--- config.mk ---
export PLATFORM = sky130hd
export DESIGN_NAME = mem_port_arbiter
export DESIGN_NICKNAME = d
export VERILOG_FILES = /design/src/rtl/mem_arb_pkg.sv /design/src/rtl/arb_starve_ctr.sv /design/src/rtl/mem_port_arbiter.sv
export SDC_FILE = /design/constraint.sdc
export NUM_CORES = 1
export LEC_CHECK = 0
export CORE_AREA = 2 2 107 109
export DETAILED_ROUTE_END_ITERATION = 8
export DIE_AREA = 0 0 109 111
export PLACE_DENSITY = 0.55
export SYNTH_ARGS = -nofsm -noshare
export SYNTH_HDL_FRONTEND = slang
export SYNTH_SLANG_ARGS = --single-unit
--- constraint.sdc ---
create_clock -name clk -period 3.9 [get_ports clk]
set_input_delay 0.78 -clock clk [delete_from_list [all_inputs] [get_ports clk]]
set_output_delay 0.78 -clock clk [all_outputs]
set_load 0.005 [all_outputs]
--- src/rtl/mem_arb_pkg.sv ---
// Shared types and constants for the unified-memory port arbiter.
// Used by mem_port_arbiter and by its optional starvation counter
// (compiled in with ARB_FAIRNESS_EN).
package mem_arb_pkg;

    // Who currently owns the memory port.
    typedef enum logic [1:0] {
        IDLE    = 2'b00,
        BUSY_IF = 2'b01,
        BUSY_D  = 2'b10
    } arb_state_e;

    // Which requester won the arbitration.
    typedef enum logic {
        OWN_IF = 1'b0,
        OWN_D  = 1'b1
    } arb_owner_e;

    localparam int MASK_W   = 3;
    localparam logic [MASK_W-1:0] MASK_WORD = 3'b010;
    localparam int LAT_W    = 3;
    localparam int STARVE_W = 4;

    // In-flight state that follows a grant to the given owner.
    function automatic arb_state_e busy_state(input arb_owner_e owner);
        return (owner == OWN_D) ? BUSY_D : BUSY_IF;
    endfunction

endpackage

--- src/rtl/arb_starve_ctr.sv ---
// Starvation counter for the fetch requester. Counts data grants made while
// a fetch is waiting and raises force_fetch_o once STARVE_MAX of them have
// gone by. Only instantiated when ARB_FAIRNESS_EN is defined.
module arb_starve_ctr
    import mem_arb_pkg::*;
#(
    parameter int unsigned STARVE_MAX = 4
) (
    input  logic clk,
    input  logic reset,
    input  logic if_req_i,
    input  logic if_gnt_i,
    input  logic d_gnt_i,
    output logic force_fetch_o
);

    logic [STARVE_W-1:0] cnt_q;
    logic [STARVE_W-1:0] cnt_d;

    // Next count: a waiting fetch accumulates data grants, anything else clears.
    always_comb begin
        cnt_d = cnt_q;
        if (!if_req_i || if_gnt_i) begin
            cnt_d = '0;
        end else if (d_gnt_i) begin
            cnt_d = cnt_q + 1'b1;
        end
    end

    // Counter register with synchronous active-low reset.
    always_ff @(posedge clk) begin
        if (!reset) begin
            cnt_q <= '0;
        end else begin
            cnt_q <= cnt_d;
        end
    end

    // The count can never pass STARVE_MAX: at that value the next grant
    // goes to the fetch, which clears the counter.
    assign force_fetch_o = (cnt_q == STARVE_W'(STARVE_MAX));

endmodule

--- src/rtl/mem_port_arbiter.sv ---
// Arbiter/sequencer for the single-port unified memory shared by the fetch
// path and the load/store path. Grants one requester per free cycle, drives
// the memory command, times the access with a latency counter and routes
// read data plus a valid strobe back to the owner.
// Optional fetch-fairness override: define ARB_FAIRNESS_EN.
module mem_port_arbiter
    import mem_arb_pkg::*;
#(
    parameter int unsigned MEM_LAT    = 1,
    parameter int unsigned STARVE_MAX = 4
) (
    input  logic              clk,
    input  logic              reset,
    // fetch requester
    input  logic              if_req_i,
    input  logic [31:0]       if_addr_i,
    output logic              if_gnt_o,
    output logic              if_rvalid_o,
    output logic [31:0]       if_rdata_o,
    // load/store requester
    input  logic              d_req_i,
    input  logic              d_we_i,
    input  logic [MASK_W-1:0] d_mask_i,
    input  logic [31:0]       d_addr_i,
    input  logic [31:0]       d_wdata_i,
    output logic              d_gnt_o,
    output logic              d_rvalid_o,
    output logic [31:0]       d_rdata_o,
    // memory macro
    output logic              mem_cs_o,
    output logic              mem_we_o,
    output logic [MASK_W-1:0] mem_mask_o,
    output logic [31:0]       mem_addr_o,
    output logic [31:0]       mem_wdata_o,
    input  logic [31:0]       mem_rdata_i,
    // status
    output logic              busy_o
);

    if (MEM_LAT < 1 || MEM_LAT > 7) begin : g_bad_mem_lat
        $error("mem_port_arbiter: MEM_LAT must be in 1..7");
    end
    if (STARVE_MAX < 1 || STARVE_MAX > 15) begin : g_bad_starve_max
        $error("mem_port_arbiter: STARVE_MAX must be in 1..15");
    end

    arb_state_e       state_q;
    arb_state_e       state_d;
    logic [LAT_W-1:0] lat_cnt_q;
    logic [LAT_W-1:0] lat_cnt_d;

    logic       free;
    logic       resp;
    logic       force_fetch;
    logic       grant;
    arb_owner_e win_owner;

    // Free when nothing is in flight, or in the response cycle of the current
    // access so a new command can go out back-to-back with the old response.
    assign free = (state_q == IDLE) || (lat_cnt_q == LAT_W'(1));
    assign resp = (state_q != IDLE) && (lat_cnt_q == LAT_W'(1));

`ifdef ARB_FAIRNESS_EN
    arb_starve_ctr #(
        .STARVE_MAX (STARVE_MAX)
    ) u_starve_ctr (
        .clk           (clk),
        .reset         (reset),
        .if_req_i      (if_req_i),
        .if_gnt_i      (if_gnt_o),
        .d_gnt_i       (d_gnt_o),
        .force_fetch_o (force_fetch)
    );
`else
    // Strict data priority: a steady data stream may starve the fetch.
    assign force_fetch = 1'b0;
`endif

    // Pick at most one winner per free cycle; data wins unless a starved
    // fetch is being forced through. No grant while reset is held low.
    always_comb begin
        // NOTE: every signal written here gets a default first so that no
        // path through the block can leave it unassigned and infer a latch.
        grant     = 1'b0;
        win_owner = OWN_D;
        if (reset && free) begin
            if (if_req_i && (!d_req_i || force_fetch)) begin
                grant     = 1'b1;
                win_owner = OWN_IF;
            end else if (d_req_i) begin
                grant     = 1'b1;
                win_owner = OWN_D;
            end
        end
    end

    assign if_gnt_o = grant && (win_owner == OWN_IF);
    assign d_gnt_o  = grant && (win_owner == OWN_D);

    // Memory command mux: driven from the winner in the grant cycle, else 0.
    always_comb begin
        mem_cs_o    = 1'b0;
        mem_we_o    = 1'b0;
        mem_mask_o  = '0;
        mem_addr_o  = '0;
        mem_wdata_o = '0;
        if (if_gnt_o) begin
            mem_cs_o   = 1'b1;
            mem_mask_o = MASK_WORD;
            mem_addr_o = if_addr_i;
        end else if (d_gnt_o) begin
            mem_cs_o    = 1'b1;
            mem_we_o    = d_we_i;
            mem_mask_o  = d_mask_i;
            mem_addr_o  = d_addr_i;
            mem_wdata_o = d_wdata_i;
        end
    end

    // Next state: a grant reloads for the new owner (even in a response
    // cycle); otherwise count down and drop to IDLE after the response.
    always_comb begin
        state_d   = state_q;
        lat_cnt_d = lat_cnt_q;
        if (grant) begin
            state_d   = busy_state(win_owner);
            lat_cnt_d = LAT_W'(MEM_LAT);
        end else if (state_q != IDLE) begin
            lat_cnt_d = lat_cnt_q - 1'b1;
            if (lat_cnt_q == LAT_W'(1)) begin
                state_d = IDLE;
            end
        end
    end

    // State and latency registers; reset discards any in-flight access.
    always_ff @(posedge clk) begin
        // NOTE: sequential state uses non-blocking assignments so every
        // register samples its pre-edge value, independent of block order.
        if (!reset) begin
            state_q   <= IDLE;
            lat_cnt_q <= '0;
        end else begin
            state_q   <= state_d;
            lat_cnt_q <= lat_cnt_d;
        end
    end

    // Response routing: the owner of the expiring access gets the strobe.
    assign if_rvalid_o = resp && (state_q == BUSY_IF);
    assign d_rvalid_o  = resp && (state_q == BUSY_D);
    assign if_rdata_o  = if_rvalid_o ? mem_rdata_i : 32'h0;
    assign d_rdata_o   = d_rvalid_o  ? mem_rdata_i : 32'h0;
    assign busy_o      = (state_q != IDLE);

endmodule

==> summary.md, run 1 <==
| Metric | Value |
|---|---|
| Most frequent cells in the layout | clkdlybuf4s50_1, and2_1, and3_1 |
| P_leak | around 1.7 nW |
| Post-CTS Repair Setup Buffers | 0 |
| Sink Count | 5 |
| Die area | 12100 sq um |
| Top post-synthesis cells by area | and2_1, a22oi_1, and3_1, nor2_1, dfxtp_1 |
| Initial antenna violation count | 0 |
| PwrDens | about 210 nW/um^2 |
| Clock-pin slew on the worst setup and hold paths | roughly 0.03 ns |
| Worst slew slack as a fraction of its limit | 0.417 |
| WL final | 8.59 mm |
| Hold-fix buffers, CTS | 0 |
| CTS Root Cell | clkbuf_16 |
| WL/cell | 13.7 um |
| VDD IR max | 140 uV |
| Pre-antenna DRT Iters | 4 |
| CTS resizes | 0 |
| Worst hold path type | reg -> reg |
| Drt drc | 0 |
| Seq/Total Area, Yosys | 0.0675 |
| Critical Path Sink Type | output port |
| Cell Area, Synth | 1480 sq um |
| Synthesized flop and latch total | 5 |
| First-pass GRT wire length | 12.8 mm |
| RSZ-0062 raised after global routing | false |
| Post-route clock period utilization | 0.895 |
| Antenna cell count | 0 |
| Area grow syn2layout | 194% |
| Distinct cells, synth | 32 |
| Max-Cap Viols | 0 |
| Worst-Skew Late Latency | 0.23 ns |
| Setup violators final | 0 |
| Commonest non-fill, non-tap cell in the layout | clkdlybuf4s50_1 |
| Syn_nets | 365 |
| Initial core utilization | 0.134 |
| Total negative slack | 0 ns |
| CP required | between 3 and 4 ns |
| RD Place Congestion | ~0.76 |
| Slew @ Worst Pin | 0.871 ns |
| Antenna viol nets, final | 0 |
| Total gr overflow | 0 |
| CTS tree | yes |
| Layout cell share with drive strength beyond 1 | 0.0310 |
| Final hold vios | 0 |
| Syn Inst Count | 227 |
| Total Nets Final | 623 |
| Status | finished, final reports clean |
| GRT Overall Usage | 0.130 |
| I/O Buffers | 273 |
| Hpwl dp | 6.87 mm |
| Total CTS buffers | 3 |
| Die X | 109 um |
| # H-tree levels | 1 |
| Fin. max-slew vios | 0 |
| Layout Skew | 0.00119 ns |
| Tmin final | 3.49 ns |
| Initial DRC count | 139 |
| Longest Clk Path Bufs | 2 |
| Ports | 274 |
| Synth top area share | 0.278 |
| Die Ht | 111 um |
| Row count | 39 |
| Final Util | 0.394 |
| Achievable frequency | around 290 MHz |
| Largest net degree at the start of global routing | 46 |
| Number of global-route vias before repair | 2564 |
| Syn Area/Cell | 6.53 sq um |
| Drt via density | roughly 4.2 |
| Yosys top cell by area | and2_1 |
| Core Area | 11100 sq um |
| Kind of start point of the critical path | input port |
| CP arrival | 2.71 ns |
| Worst setup path category | in -> out |
| Vias | 2626 |
| Max Fanout on Critical Path | 37 |
| Synthesis Warnings | 0 |
==> cell usage after synthesis <==
cell / n
and2_1: 66
and3_1: 36
nor2_1: 34
a22oi_1: 32
buf_2: 11
clkbuf_1: 7
dfxtp_1: 5
clkbuf_2: 4
inv_1: 3
o21ai_0: 3
buf_8: 2
ha_1: 2
nor2b_1: 2
nor3_1: 2
a21boi_0: 1
a21boi_1: 1
a21boi_4: 1
a21oi_1: 1
a32o_1: 1
and2b_1: 1
buf_6: 1
inv_4: 1
nand2_1: 1
nand2b_1: 1
nor2_4: 1
nor3_4: 1
o211a_1: 1
o211ai_1: 1
o21ai_4: 1
o2bb2ai_1: 1
or3b_1: 1
xnor2_1: 1
==> layout make-up <==
class / count / area (sq um)
fillers: 1178 / 6710
repair buffers: 278 / 2770
multi-input cells: 193 / 1220
well taps: 143 / 179
flip-flops and latches: 5 / 100
clock buffers: 4 / 78.8
inverters: 4 / 17.5
==> registers in the layout (all words and copies together) (netlist names) <==
register and cells:
lat_cnt_q 3, state_q 2
==> worst max-delay path: stages <==
cell             delay (ns)
clkdlybuf4s50_1        0.64
a21boi_4               0.24
buf_4                  0.31
and3_1                 0.20
clkdlybuf4s50_1        0.52
==> metrics by stage <==
step                setup slack [ns]  power [mW]  hold slack, ns  area (sq um)  instances
CTS                            0.418       0.942           0.528          4370        627
detailed placement             0.425       0.763           0.507          4290        623
floorplan                       1.58       0.354           0.479          1480        227
finish                         0.409       0.928           0.532          4370        627
global route                   0.306       0.998           0.579          4370        627
global placement               0.431       0.760           0.492          4290        623
==> where the power goes <==
group | internal, mW | total (mW) | switching [mW]
Clock | 0.135 | 0.169 | 0.0335
Sequential | 0.0641 | 0.0790 | 0.0150
Combinational | 0.424 | 0.680 | 0.256
Total | 0.623 | 0.928 | 0.305
==> cells by family (layout without fill, tap and decap cells) <==
family / count (synthesis) / count (layout) / synth area share
simple gates: 146 / 146 / 0.568
compound gates: 44 / 44 / 0.234
buf+inv: 29 / 286 / 0.108
flops: 5 / 5 / 0.0675
fa+ha+maj: 2 / 2 / 0.0169
xor+xnor: 1 / 1 / 0.00591
==> path summary, 6_finish.rpt <==
path	start	endpoint	slack [ns]	depth (start not counted)
setup / recovery	reset	mem_wdata_o[23]	0.41	5
hold / removal	lat_cnt_q[2]	lat_cnt_q[2]	0.53	2
hold reg to reg	lat_cnt_q[2]	lat_cnt_q[2]	0.53	2
setup reg to reg	lat_cnt_q[1]	lat_cnt_q[1]	2.10	5
==> metal layers <==
metal | global-route usage | wire length (um) | vias to the layer above
met5 | 0 | 0 | -
met4 | 0.0350 | 112 | 0
met3 | 0.0388 | 1060 | 8
met2 | 0.248 | 4350 | 165
met1 | 0.135 | 3070 | 1160
li1 | - | - | 1293
No activity file was read; power rests on OpenSTA's default activity.
==> run 2: changes to the inputs <==
- CAP_MARGIN: not set -> 10
- PLACE_DENSITY: 0.55 -> not set
- PLACE_DENSITY_LB_ADDON: not set -> 0.1
==> summary.md, run 2 (synthesis gave the netlist of run 1 again) <==
| Metric | Value |
|---|---|
| Worst hold path type | reg -> reg |
| Post-route clock period utilization | 0.890 (-0.00470) |
| I/O Buffers | 273 (unchanged) |
| Top reg by flops | lat_cnt_q |
| GRT Overall Usage | 0.140 (+0.00964) |
| Antenna viol nets, final | 0 (unchanged) |
| Total gr overflow | 0 (unchanged) |
| Sink Count | 5 (unchanged) |
| Layout cell share with drive strength beyond 1 | 0.0350 (+0.00399) |
| Initial core utilization | 0.134 (unchanged) |
| Final hold vios | 0 (unchanged) |
| Total CTS buffers | 3 (unchanged) |
| # H-tree levels | 1 (unchanged) |
| Total negative slack | 0 ns (unchanged) |
| Commonest non-fill, non-tap cell in the layout | clkdlybuf4s50_1 |
| Number of global-route vias before repair | 2577 (+0.51%) |
| Kind of start point of the critical path | input port |
| Layout Skew | 0.000554 ns (-0.000631 ns) |
| Hold-fix buffers, CTS | 0 (unchanged) |
| Worst setup path category | in -> out |
| Area of the multi-input gates | 1220 sq um (unchanged) |
| Drt drc | 0 (unchanged) |
| Pre-antenna DRT Iters | 4 (unchanged) |
| CTS Root Cell | clkbuf_16 |
| Total Nets Final | 625 (+0.32%) |
| Achievable frequency | 288 MHz (+0.53%) |
| Final Non-Filler Cells | 629 (+0.32%) |
| WL/cell | 14.7 um (+7.0%) |
| Longest Clk Path Bufs | 2 (unchanged) |
| Initial antenna violation count | 0 (unchanged) |
| Setup violators final | 0 (unchanged) |
| CP arrival | 2.69 ns (-0.02 ns) |
| Area grow syn2layout | 195% |
| Largest net degree at the start of global routing | 45 (-2.2%) |
| Status | finished, final reports clean |
| Max-Cap Viols | 0 (unchanged) |
| Ports | 274 (unchanged) |
| Number of flip-flops in the largest register | 3 (unchanged) |
| Worst-Skew Late Latency | 0.23 ns (about the same) |
| Max Fanout on Critical Path | 38 (+2.7%) |
| Critical Path Sink Type | output port |
| Die Ht | 111 um (unchanged) |
| Core Area | 11100 sq um (unchanged) |
| CTS resizes | 0 (unchanged) |
| CP required | 3.12 ns (about the same) |
| Vias | 2623 (-0.11%) |
| Clock-pin slew on the worst setup and hold paths | 0.03 ns (about the same) |
| Placed cells | 625 (+0.32%) |
| Row count | 39 (unchanged) |
| First-pass GRT wire length | 13.5 mm (+5.6%) |
| Post-CTS Repair Setup Buffers | 0 (unchanged) |
| WL final | 9.22 mm (+7.3%) |
| Worst slew slack as a fraction of its limit | 0.410 (-0.00730) |
| P_leak | 1.74 nW (+0.57%) |
| Register area | 100 sq um (unchanged) |
| Hpwl dp | 7.58 mm (+10%) |
| Die area | 12100 sq um (unchanged) |
| Antenna cell count | 0 (unchanged) |
| Worst-case setup margin in the final layout | 0.427 ns (+0.0183 ns) |
| Initial DRC count | 101 (-27%) |
| Drt via density | 4.17 (-0.43%) |
| PwrDens | 212 nW/um^2 (-0.24%) |
| Fin. max-slew vios | 0 (unchanged) |
| RD Place Congestion | 0.780 (+2.3%) |
| DP Worst Slack | 0.416 ns (-0.00915 ns) |
| Most frequent cells in the layout | clkdlybuf4s50_1, and2_1, and3_1 |
| Tmin final | 3.47 ns (-0.0183 ns) |
| VDD IR max | 142 uV (+1.4%) |
| Die X | 109 um (unchanged) |
| Fillers | 1184 (+0.51%) |
| Biggest regs | lat_cnt_q (3), state_q (2) |
| CTS tree | yes |
| Slew @ Worst Pin | 0.882 ns (+0.0109 ns) |
| RSZ-0062 raised after global routing | false |
-- run 2: stage by stage --
step | area, sq um | total power, mW | utilization | hold slack (ns)
2_1_floorplan | 1480 | 0.354 | - | 0.479
3_3_place_gp | 4300 | 0.770 | 0.388 | 0.503
3_5_place_dp | 4300 | 0.771 | 0.388 | 0.499
4_1_cts | 4380 | 0.944 | 0.395 | 0.502
5_1_grt | 4380 | 1.00 | 0.395 | 0.558
6_report | 4380 | 0.929 | 0.395 | 0.499
-- run 2: area by class of cell --
cell class | count | area share
Clock buffer | 4 | 0.0180
Inverter | 4 | 0.00400
Multi-Input combinational cell | 193 | 0.280
Sequential cell | 5 | 0.0229
Tap cell | 143 | 0.0408
Timing Repair Buffer | 280 | 0.635
-- run 2: worst paths after layout --
check / from / to / slack (ns) / cells after the start
worst max-delay path: reset / mem_wdata_o[26] / 0.43 / 5
worst min-delay path: lat_cnt_q[2] / lat_cnt_q[2] / 0.50 / 2
worst max register to register: lat_cnt_q[1] / lat_cnt_q[0] / 2.09 / 5
worst min register to register: lat_cnt_q[2] / lat_cnt_q[2] / 0.50 / 2
-- run 2: worst max-delay path, cell delays in order --
cell and delay [ns]:
clkdlybuf4s50_1 0.64, a21boi_4 0.22, buf_4 0.31, and3_1 0.20, clkdlybuf4s50_1 0.53
-- run 2: per-layer routing --
metal | track usage | part of all wire
met1 | 0.150 | 0.37
met2 | 0.259 | 0.49
met3 | 0.0388 | 0.11
met4 | 0.0453 | 0.020
met5 | 0 | 0
-- run 2: power breakdown --
| part | switching, mW | leakage, nW | internal, mW |
|---|---|---|---|
| clock | 0.0330 | 0.0382 | 0.135 |
| sequential | 0.0141 | 0.0414 | 0.0641 |
| combinational | 0.258 | 1.66 | 0.425 |
==> run 3: changes to the inputs <==
- SETUP_SLACK_MARGIN: not set -> 0.4
- TNS_END_PERCENT: not set -> 5
==> summary.md, run 3 (synthesis gave the netlist of run 1 again) <==
| Metric | Value |
|---|---|
| Commonest non-fill, non-tap cell in the layout | clkdlybuf4s50_1 |
| Top reg by flops | lat_cnt_q |
| Comb pwr share | 0.735 (about the same) |
| Post-route clock period utilization | 0.837 (-0.0537) |
| Slew @ Worst Pin | 0.883 ns (+0.00123 ns) |
| Sw Share | 0.328 (about the same) |
| CTS Root Cell | clkbuf_16 |
| Initial DRC count | 108 (+6.9%) |
| Crit-path max cell delay | 0.54 ns (-0.10 ns) |
| Tmin final | 3.26 ns (-0.209 ns) |
| Initial core utilization | 0.134 (unchanged) |
| VDD IR max | 142 uV (about the same) |
| Final Power | 931 uW (+0.21%) |
| Fin. max-slew vios | 0 (unchanged) |
| I/O Buffers | 273 (unchanged) |
| P_leak | 1.75 nW (+0.59%) |
| Antenna cell count | 0 (unchanged) |
| Die area | 12100 sq um (unchanged) |
| Drt drc | 0 (unchanged) |
| Largest net degree at the start of global routing | 45 (unchanged) |
| Seq pwr share | 0.084 (about the same) |
| Longest Clk Path Bufs | 2 (unchanged) |
| # H-tree levels | 1 (unchanged) |
| Critical Path Sink Type | output port |
| Row count | 39 (unchanged) |
| Biggest regs | lat_cnt_q (3), state_q (2) |
| Most used cell, CP | clkdlybuf4s50_1 |
| Area grow syn2layout | 196% |
| Cell family with most CP delay | buffers and inverters |
| Total gr overflow | 0 (unchanged) |
| Layout cell share with drive strength beyond 1 | 0.0350 (unchanged) |
| Status | finished, final reports clean |
| Die X | 109 um (unchanged) |
| CTS resizes | 0 (unchanged) |
| RD Place Congestion | 0.780 (unchanged) |
| Net Sw Power | 305 uW (+0.17%) |
| Final hold vios | 0 (unchanged) |
| Sink Count | 5 (unchanged) |
| Worst setup path category | in -> out |
| Layout Skew | 0.000325 ns (-0.000229 ns) |
| Int Pwr | 626 uW (+0.23%) |
| PwrDens | 212 nW/um^2 (about the same) |
| WL final | 9.20 mm (-0.20%) |
| Die Ht | 111 um (unchanged) |
| Total Nets Final | 625 (unchanged) |
| Hpwl dp | 7.58 mm (unchanged) |
| Pre-antenna DRT Iters | 4 (unchanged) |
| Number of global-route vias before repair | 2577 (unchanged) |
| Ports | 274 (unchanged) |
| Antenna viol nets, final | 0 (unchanged) |
| Post-CTS Repair Setup Buffers | 0 (unchanged) |
| Drt via density | 4.18 (+0.19%) |
| Max Fanout on Critical Path | 25 (-34%) |
| Clock-pin slew on the worst setup and hold paths | 0.03 ns (about the same) |
| CP arrival | 2.48 ns (-0.21 ns) |
| Max-Cap Viols | 0 (unchanged) |
| Most frequent cells in the layout | clkdlybuf4s50_1, and2_1, and3_1 |
| Total CTS buffers | 3 (unchanged) |
| RSZ-0062 raised after global routing | false |
| WL/cell | 14.6 um (-0.20%) |
| Slowest CP cell | clkdlybuf4s50_1 |
| Final Util | 0.396 (+0.000565) |
| Vias | 2628 (+0.19%) |
| Hold-fix buffers, CTS | 0 (unchanged) |
| CP required | 3.12 ns (about the same) |
| Worst-Skew Late Latency | 0.23 ns (about the same) |
| First-pass GRT wire length | 13.5 mm (unchanged) |
| Initial antenna violation count | 0 (unchanged) |
| Core Area | 11100 sq um (unchanged) |
| Worst hold path type | reg -> reg |
| Clock network fraction of total power | 0.181 (about the same) |
| WP buf/inv | 3 (unchanged) |
| Setup violators final | 0 (unchanged) |
| Worst path cell trace | clkdlybuf4s50_1, nor2b_2, buf_4, a22oi_1, nor2_1, clkdlybuf4s50_1 |
| Worst slew slack as a fraction of its limit | 0.409 (-0.000824) |
| Total negative slack | 0 ns (unchanged) |
| Kind of start point of the critical path | input port |
| CTS tree | yes |
| GRT Overall Usage | 0.140 (unchanged) |
| Number of flip-flops in the largest register | 3 (unchanged) |
| Achievable frequency | 306 MHz (+6.4%) |
==> run 3: worst min-delay path, delay by kind of cell, from the launching register on <==
kind | cells | cell delay [ns]
compound gates | 2 | 0.14
flops | 1 | 0.31
==> run 3: metal layers <==
metal,vias to the layer above,routed length [um],global-route usage,share of wire
met4,0,183,0.0453,0.020
li1,1297,-,-,-
met1,1145,3390,0.150,0.37
met5,-,0,0,0
met2,173,4570,0.259,0.50
met3,13,1060,0.0388,0.11
==> run 3: cell type report <==
type	count	area (sq um)
Sequential cell	5	100
Tap cell	143	179
Multi-Input combinational cell	193	1220
Inverter	4	17.5
Timing Repair Buffer	280	2790
Fill cell	1183	6690
Clock buffer	4	78.8
==> run 3: per-stage QoR <==
step	area (sq um)	instances	hold slack, ns	worst slack (ns)
floorplan	1480	227	0.479	1.58
global placement	4300	625	0.503	0.439
detailed placement	4300	625	0.499	0.416
CTS	4380	629	0.502	0.412
global route	4390	629	0.557	0.496
finish	4390	629	0.499	0.637
==> run 3: final timing paths <==
path                                   start  cells after the start  slack (ns)        endpoint
worst max-delay path                if_req_i                      6        0.64  mem_addr_o[11]
worst min-delay path            lat_cnt_q[2]                      2        0.50    lat_cnt_q[2]
worst max register to register  lat_cnt_q[1]                      5        2.09    lat_cnt_q[0]
worst min register to register  lat_cnt_q[2]                      2        0.50    lat_cnt_q[2]
==> run 3: power by group through the flow <==
stage	Clock, mW	Combinational [mW]	Sequential [mW]
after floorplan	0	0.278	0.0760
after global placement	0	0.692	0.0783
after detailed placement	0	0.692	0.0785
after CTS	0.170	0.696	0.0781
after global routing	0.173	0.748	0.0804
final	0.168	0.685	0.0782
